$ cat src/rtl/instr_fetch.sv
// ---------------------------------------------------------------------------
// instr_fetch
//   Instruction fetch stage feeding the R-type decoder. Holds the PC and a
//   word-addressed instruction memory and presents one 32-bit instruction
//   per cycle on a valid/ready handshake. Supports backpressure, PC redirect
//   and halt on EBREAK. A loader port fills the memory.
//
//   Optional build macro: FETCH_COUNT_EN adds the fetch_count output, which
//   counts completed transfers.
//
// Ports:
//   clk          system clock, rising edge
//   rst          asynchronous active-high reset
//   imem_we      loader write enable
//   imem_waddr   loader word index
//   imem_wdata   loader write data
//   redirect     load redirect_pc as the next fetch address
//   redirect_pc  redirect target, bits [1:0] ignored
//   out_ready    decoder can accept an instruction
//   out_valid    instruction/pc_out hold a valid fetch
//   instruction  fetched word
//   pc_out       address of the presented instruction
//   halted       EBREAK accepted, fetching stopped
//   fetch_count  (FETCH_COUNT_EN only) completed transfer count
// ---------------------------------------------------------------------------
// state | meaning
// BOOT  | first cycle after reset, performs the initial fetch
// RUN   | normal fetch with handshake, stall and redirect
// HALT  | EBREAK accepted, waiting for redirect or reset
// ---------------------------------------------------------------------------
module instr_fetch #(
    parameter int          MEM_DEPTH = 64,
    parameter logic [31:0] RESET_PC  = 32'h0000_0000,
    localparam int         ADDR_W    = $clog2(MEM_DEPTH)
) (
    input  logic              clk,
    input  logic              rst,
    input  logic              imem_we,
    input  logic [ADDR_W-1:0] imem_waddr,
    input  logic [31:0]       imem_wdata,
    input  logic              redirect,
    input  logic [31:0]       redirect_pc,
    input  logic              out_ready,
    output logic              out_valid,
    output logic [31:0]       instruction,
    output logic [31:0]       pc_out,
    output logic              halted
`ifdef FETCH_COUNT_EN
    ,
    output logic [31:0]       fetch_count
`endif
);

    localparam logic [31:0] EBREAK = 32'h0010_0073;

    typedef enum logic [1:0] {
        BOOT = 2'd0,
        RUN  = 2'd1,
        HALT = 2'd2
    } state_t;

    state_t      state, state_n;
    logic [31:0] pc, pc_n;
    logic [31:0] instr_n, pc_out_n;
    logic        valid_n, halted_n;
    logic [31:0] mem [MEM_DEPTH];
    logic [31:0] rpc;
    logic        xfer;

    // Loader write; not reset so memory survives rst.
    always_ff @(posedge clk) begin
        if (imem_we) begin
            mem[imem_waddr] <= imem_wdata;
        end
    end

    // Masking (rather than slicing) keeps every redirect_pc bit in use.
    assign rpc  = redirect_pc & ~32'h0000_0003;
    assign xfer = out_valid && out_ready;

    always_ff @(posedge clk or posedge rst) begin
        if (rst) begin
            state       <= BOOT;
            pc          <= RESET_PC;
            pc_out      <= RESET_PC;
            instruction <= 32'h0;
            out_valid   <= 1'b0;
            halted      <= 1'b0;
        end else begin
            state       <= state_n;
            pc          <= pc_n;
            pc_out      <= pc_out_n;
            instruction <= instr_n;
            out_valid   <= valid_n;
            halted      <= halted_n;
        end
    end

    always_comb begin
        state_n  = state;
        pc_n     = pc;
        pc_out_n = pc_out;
        instr_n  = instruction;
        valid_n  = out_valid;
        halted_n = halted;
        case (state)
            BOOT: begin
                instr_n  = mem[pc[ADDR_W+1:2]];
                pc_out_n = pc;
                pc_n     = pc + 32'd4;
                valid_n  = 1'b1;
                state_n  = RUN;
            end
            RUN: begin
                if (redirect) begin
                    // Any pending output is dropped in favour of the target.
                    instr_n  = mem[rpc[ADDR_W+1:2]];
                    pc_out_n = rpc;
                    pc_n     = rpc + 32'd4;
                    valid_n  = 1'b1;
                end else if (xfer && instruction == EBREAK) begin
                    valid_n  = 1'b0;
                    halted_n = 1'b1;
                    state_n  = HALT;
                end else if (xfer || !out_valid) begin
                    instr_n  = mem[pc[ADDR_W+1:2]];
                    pc_out_n = pc;
                    pc_n     = pc + 32'd4;
                    valid_n  = 1'b1;
                end
            end
            HALT: begin
                valid_n  = 1'b0;
                halted_n = 1'b1;
                if (redirect) begin
                    instr_n  = mem[rpc[ADDR_W+1:2]];
                    pc_out_n = rpc;
                    pc_n     = rpc + 32'd4;
                    valid_n  = 1'b1;
                    halted_n = 1'b0;
                    state_n  = RUN;
                end
            end
            default: begin
                state_n = BOOT;
            end
        endcase
    end

`ifdef FETCH_COUNT_EN
    always_ff @(posedge clk or posedge rst) begin
        if (rst) begin
            fetch_count <= 32'h0;
        end else if (xfer) begin
            fetch_count <= fetch_count + 32'd1;
        end
    end
`endif

endmodule

$ cat config.mk
export PLATFORM = sky130hd
export DESIGN_NAME = instr_fetch
export DESIGN_NICKNAME = d
export VERILOG_FILES = /design/src/rtl/instr_fetch.sv
export SDC_FILE = /design/constraint.sdc
export NUM_CORES = 2
export LEC_CHECK = 0
export CAP_MARGIN = 20
export CORE_AREA = 2 2 413 415
export DETAILED_ROUTE_END_ITERATION = 7
export DIE_AREA = 0 0 415 417
export PLACE_DENSITY = 0.76
export SYNTH_ARGS = -nofsm -noshare
export SYNTH_HDL_FRONTEND = slang
export SYNTH_SLANG_ARGS = --single-unit
$ cat constraint.sdc
create_clock -name clk -period 4.6 [get_ports clk]
set_clock_uncertainty 0.15 [all_clocks]
set_input_delay 1.38 -clock clk [delete_from_list [all_inputs] [get_ports clk]]
set_output_delay 1.38 -clock clk [all_outputs]
set_load 0.01 [all_outputs]
# Word level (Yosys, flattened, before mapping)
# Memory sizes are Yosys's and may differ from the RTL's.
# Index checks and enable logic that the tools add are counted.
# word_totals
regBits,100
word_cells,59
inputBits,75
mem_bits_rw,2048
output_inout_bits,66
memories,1
# mem_list
name,depth,word_bits,rd,rd_ports_with_merged_regs,write_ports,line_no,text
mem,64,32,2,0,1,66,logic [31:0] mem [MEM_DEPTH];
# classes
addsub,2
n_reduce_logical,11
eq_ne,9
n_mux,30
# ops
operator,count
$mux 32,12
$pmux 32 s3,3
$add 32x3->32 const B,2
$eq 32x21->1 const B,1
$mux 1,9
$mux 2,3
$ne 2x2->1 const B,3
$ne 3x3->1 const B,2
$pmux 2 s3,1
$reduce_and 3->1,2
$ne 4x4->1 const B,1
$reduce_and 4->1,1
$pmux 1 s3,1
$reduce_bool 3->1,1
$eq 2x1->1 const B,1
$eq 2x2->1 const B,1
$logic_and 1x1->1,2
$logic_not 2->1,1
$pmux 1 s2,1
$reduce_and 2->1,1
$reduce_bool 2->1,1
$logic_not 1->1,1
$logic_or 1x1->1,1

# Depth between registers and ports, before layout
# depth
word_depth,6
ltp_mapped,13
mapped_depth_nobuf,8

# Worst setup path before layout
# Ideal clock, no wire load.
# synth_timing
kind,input to register
start,input port imem_waddr[3]
end,memory mem[10][0] (enable)
stages,4
setup_time_ns,0.421
t_arrival_ns,3.569
t_required_ns,4.029
path_buffers,2
slack_ns,0.460
path_cell_list,clkbuf_1 or3b_2 clkbuf_1 nor2_1
# synth_rtl
element,line_no,text
"start, declared",39,"input logic [ADDR_W-1:0] imem_waddr,"
"end, declared",66,
# Straight into the memory's write port.

# Worst setup path in the final report
# layout_timing
start,register pc[2]
end,register instruction[30]
# layout_via
elab_chain_cells,5
# layout_lines
element,line_no,text
"start, declared",63,"logic [31:0] pc, pc_n;"
"start signal, assigned",91,pc <= pc_n;
$mem_v2 64x32 *,--,
$mux 32,125,end else if (xfer || !out_valid) begin
$mux 32,121,end else if (xfer && instruction == EBREAK) begin
$mux 32,115,if (redirect) begin
$pmux 32 s3 *,106,case (state)
"end signal, assigned",93,instruction <= instr_n;
"end, declared",45,"output logic [31:0] instruction,"
# Every way passes the cells marked *; elsewhere a longest branch is shown, timed or not. The select of a mux whose other input is x is not followed.
# A chain may end at the register's enable or synchronous reset.

==> impl_metrics.json <==
{
  "vias_per_cell": 7.91,
  "min_period_over_period": 0.879,
  "r2r_end": "instruction[30]",
  "die_height_um": 417,
  "cp_cell_sequence": "buf_16, buf_12, buf_4, mux4_2, a22oi_1, nand3_1, a21oi_1, a41oi_1",
  "synth_edf_count": 2048,
  "ys_seq_area_frac": 0.636,
  "syn_inst": 5697,
  "setup_viol": 0,
  "post_cts_resized": 0,
  "wl_per_cell_um": 41.4,
  "place.gp.congestion": 0.954,
  "reg2reg_depth": 8,
  "leakage_nw": 37.7,
  "initial_core_util": 0.596,
  "final_area_um2": 115000,
  "first_pass_iters": 7,
  "num_rows": 151,
  "final_layout_size_suffix_gt1_frac": 0.279,
  "worstPathMaxFanout": 23,
  "cpPeakStageDelay_ns": 0.83,
  "io_pins": 141,
  "worstMarginPinSlew_ns": 1.37,
  "hold_start": "pc_out[23]",
  "synth.cell_area_um2": 100000,
  "synth_nets": 5779,
  "cp_num_buf_inv": 3,
  "place_hpwl_mm": 211,
  "hold_path.class": "reg -> reg",
  "grt.total_usage": 0.403,
  "fin_hold_ws_ns": 0.335,
  "rsz0062_at_grt": "no",
  "min_period_ns": 4.04,
  "finalPower_mw": 47.6,
  "cp_num_cells": 8,
  "cap_violations": 0,
  "ir_worst_vdd_uv": 350,
  "cts_setup_buffers": 0,
  "fp.dieW_um": 415,
  "drtAntennaViolNets": 0,
  "synthToLayoutAreaGrowth_pct": 14.4,
  "insertion_delay_ns": 0.87,
  "overflow": 0,
  "drtIter0Drc": 12198,
  "path_class": "reg -> reg",
  "slew_viol_final": 0,
  "status": "finished, final reports clean",
  "hold_buffers": 0,
  "synthXorXnorAreaFrac": 0.00244,
  "critPathRequiredTime_ns": 5.13,
  "power_density_nw_per_um2": 414,
  "yosysWarnings": 0,
  "yosys.area_share.adder": 0.000872,
  "reg2reg_slack_ns": 0.56,
  "whs_path_depth": 2,
  "relSlewSlack": 0.0787,
  "start_kind": "flop",
  "avgSynthCellArea_um2": 17.6,
  "crit_family": "compound AO/OA/AOI/OAI gates",
  "grt_max_degree": 101,
  "critPathSlowestCell": "a21oi_1",
  "grt_antenna_before_repair": 30,
  "die_area_um2": 173000,
  "io_buffers": 138,
  "grt_pass1_vias": 65198,
  "drc": 0,
  "h-tree-depth": 4,
  "synthMuxAreaShare": 0.235,
  "clkTransAtPathRegs_ns": 0.06,
  "core_area_um2": 169000,
  "hold_viol": 0,
  "clockBufferDepth": 3,
  "synthArstFlopShare": 0.0452,
  "grt_pass1_wl_mm": 487,
  "ys_ff_latch": 2145,
  "nets": 6115,
  "clockRootBuffer": "clkbuf_16",
  "cts_tree": "built",
  "yosysUniqueCellTypes": 79,
  "synth_compound_area_frac": 0.0704,
  "placed_cell_area_um2": 108000,
  "setup_tns_ns": 0,
  "min_to": "pc_out[23]",
  "timing.rr.start": "pc[2]",
  "synth_simple_gate_area_share": 0.0313,
  "fmax_mhz": 247,
  "arrival_ns": 4.58,
  "worst_setup_path_end_kind": "flop",
  "wl_mm": 349,
  "synth_ff_type": "edfxtp_1",
  "cts_made_buffers": 208,
  "synth_top_family_by_area": "multiplexers",
  "num_vias": 66846,
  "cts.sinks": 2145
}
## how the worst max path moves through the flow
stage	from	end	slack, ns
after detailed placement	out_ready	pc[31]	0.07
after global placement	out_ready	pc[29]	0.16
final	pc[2]	instruction[30]	0.56
after CTS	instruction[18]	instruction[18]	0.78
after floorplan	imem_waddr[3]	mem[10][0]	0.46
after global routing	pc[2]	instruction[30]	0.57
## kinds of logic (layout without fill, tap and decap cells)
logic type                 count (synthesis)  after routing
DFF                                     2145           2145
muxes                                   1380           1380
AOI/OAI and AO/OA                       1001           1001
and+or+nand+nor                          667            667
buffers and inverters                    469            982
xor gates and xnor gates                  28             28
adders and majority gates                  7              7
other                                      0             21
## flip-flops by register name, indices dropped and copies added, names as in the netlist
name,cells
pc_out,31
instruction,32
out_valid,1
state,2
mem,2048
halted,1
pc,30
## synthesized netlist by cell type, drive strengths merged, types with 5 or more instances
| master | count | share of area |
|---|---|---|
| a2111oi | 16 | 0.0014 |
| a211oi | 46 | 0.0034 |
| a21oi | 149 | 0.0075 |
| a221oi | 144 | 0.013 |
| a22o | 17 | 0.0015 |
| a22oi | 192 | 0.014 |
| a311oi | 6 | 0.00052 |
| a31oi | 47 | 0.0029 |
| a32oi | 8 | 0.00070 |
| a41oi | 12 | 0.0010 |
| and2 | 27 | 0.0017 |
| and3 | 16 | 0.0010 |
| and4 | 5 | 0.00044 |
| buf | 241 | 0.015 |
| clkbuf | 207 | 0.0077 |
| dfrtp | 97 | 0.024 |
| edfxtp | 2048 | 0.61 |
| ha | 7 | 0.00087 |
| inv | 18 | 0.00067 |
| mux2 | 59 | 0.0066 |
| mux2i | 543 | 0.054 |
| mux4 | 778 | 0.17 |
| nand2 | 203 | 0.0076 |
| nand2b | 15 | 0.00093 |
| nand3 | 92 | 0.0046 |
| nand3b | 8 | 0.00060 |
| nand4 | 21 | 0.0013 |
| nor2 | 184 | 0.0069 |
| nor2b | 25 | 0.0016 |
| nor3 | 28 | 0.0014 |
| nor4 | 14 | 0.00087 |
| o2111ai | 14 | 0.0012 |
| o211ai | 31 | 0.0023 |
| o21a | 5 | 0.00037 |
| o21ai | 136 | 0.0068 |
| o221ai | 55 | 0.0048 |
| o22ai | 71 | 0.0044 |
| o311ai | 9 | 0.00078 |
| o31ai | 11 | 0.00096 |
| o32a | 5 | 0.00050 |
| or3 | 5 | 0.00031 |
| or3b | 6 | 0.00052 |
| or4 | 5 | 0.00041 |
| xnor2 | 8 | 0.00070 |
| xor2 | 20 | 0.0017 |
## worst register-to-register path, cell delays in order (launching register included)
cell     delay (ns)
dfrtp_4        0.81
buf_16         0.35
buf_12         0.29
buf_4          0.21
mux4_2         0.51
a22oi_1        0.26
nand3_1        0.19
a21oi_1        0.84
a41oi_1        0.26
## power by group
group          internal [mW]  switching, mW  total (mW)
registers               21.7          0.533        22.2
clock network           10.1           7.39        17.5
logic                   3.03           4.86        7.90
## cell usage in the layout (no fill, tap or decap), drive strengths merged, types with 55 or more instances in the layout
cell,netlist,routed
a21oi,149,149
a221oi,144,144
a22oi,192,192
buf,241,474
clkbuf,207,265
clkdlybuf4s50,0,100
clkinv,3,86
dfrtp,97,97
edfxtp,2048,2048
mux2,59,59
mux2i,543,543
mux4,778,778
nand2,203,203
nand3,92,92
nor2,184,184
o21ai,136,136
o221ai,55,55
o22ai,71,71
## per-stage QoR
stage	utilization	instances	setup WS [ns]
CTS	0.679	8410	0.777
floorplan	-	5697	0.460
global placement	0.638	8022	0.162
global route	0.682	8436	0.575
detailed placement	0.639	8023	0.0710
finish	0.682	8449	0.558
## layer usage
layer | vias up | share of wire | track usage
met5 | - | 0.00044 | 0
met4 | 22 | 0.085 | 0.267
met3 | 1646 | 0.17 | 0.141
met2 | 6759 | 0.43 | 0.586
met1 | 33462 | 0.31 | 0.516
li1 | 24957 | - | -
## final cells by class
type                    instances  area, µm²
clock inverters               122       1230
well taps                    2218       2780
diodes                         21       52.6
multi-input cells            3083      34800
fillers                     10564      53600
clock buffers                 265       5680
repair buffers                574       6400
inverters                      21       85.1
flip-flops and latches       2145      63900
Note: power is estimated with default switching activity, not from simulation.
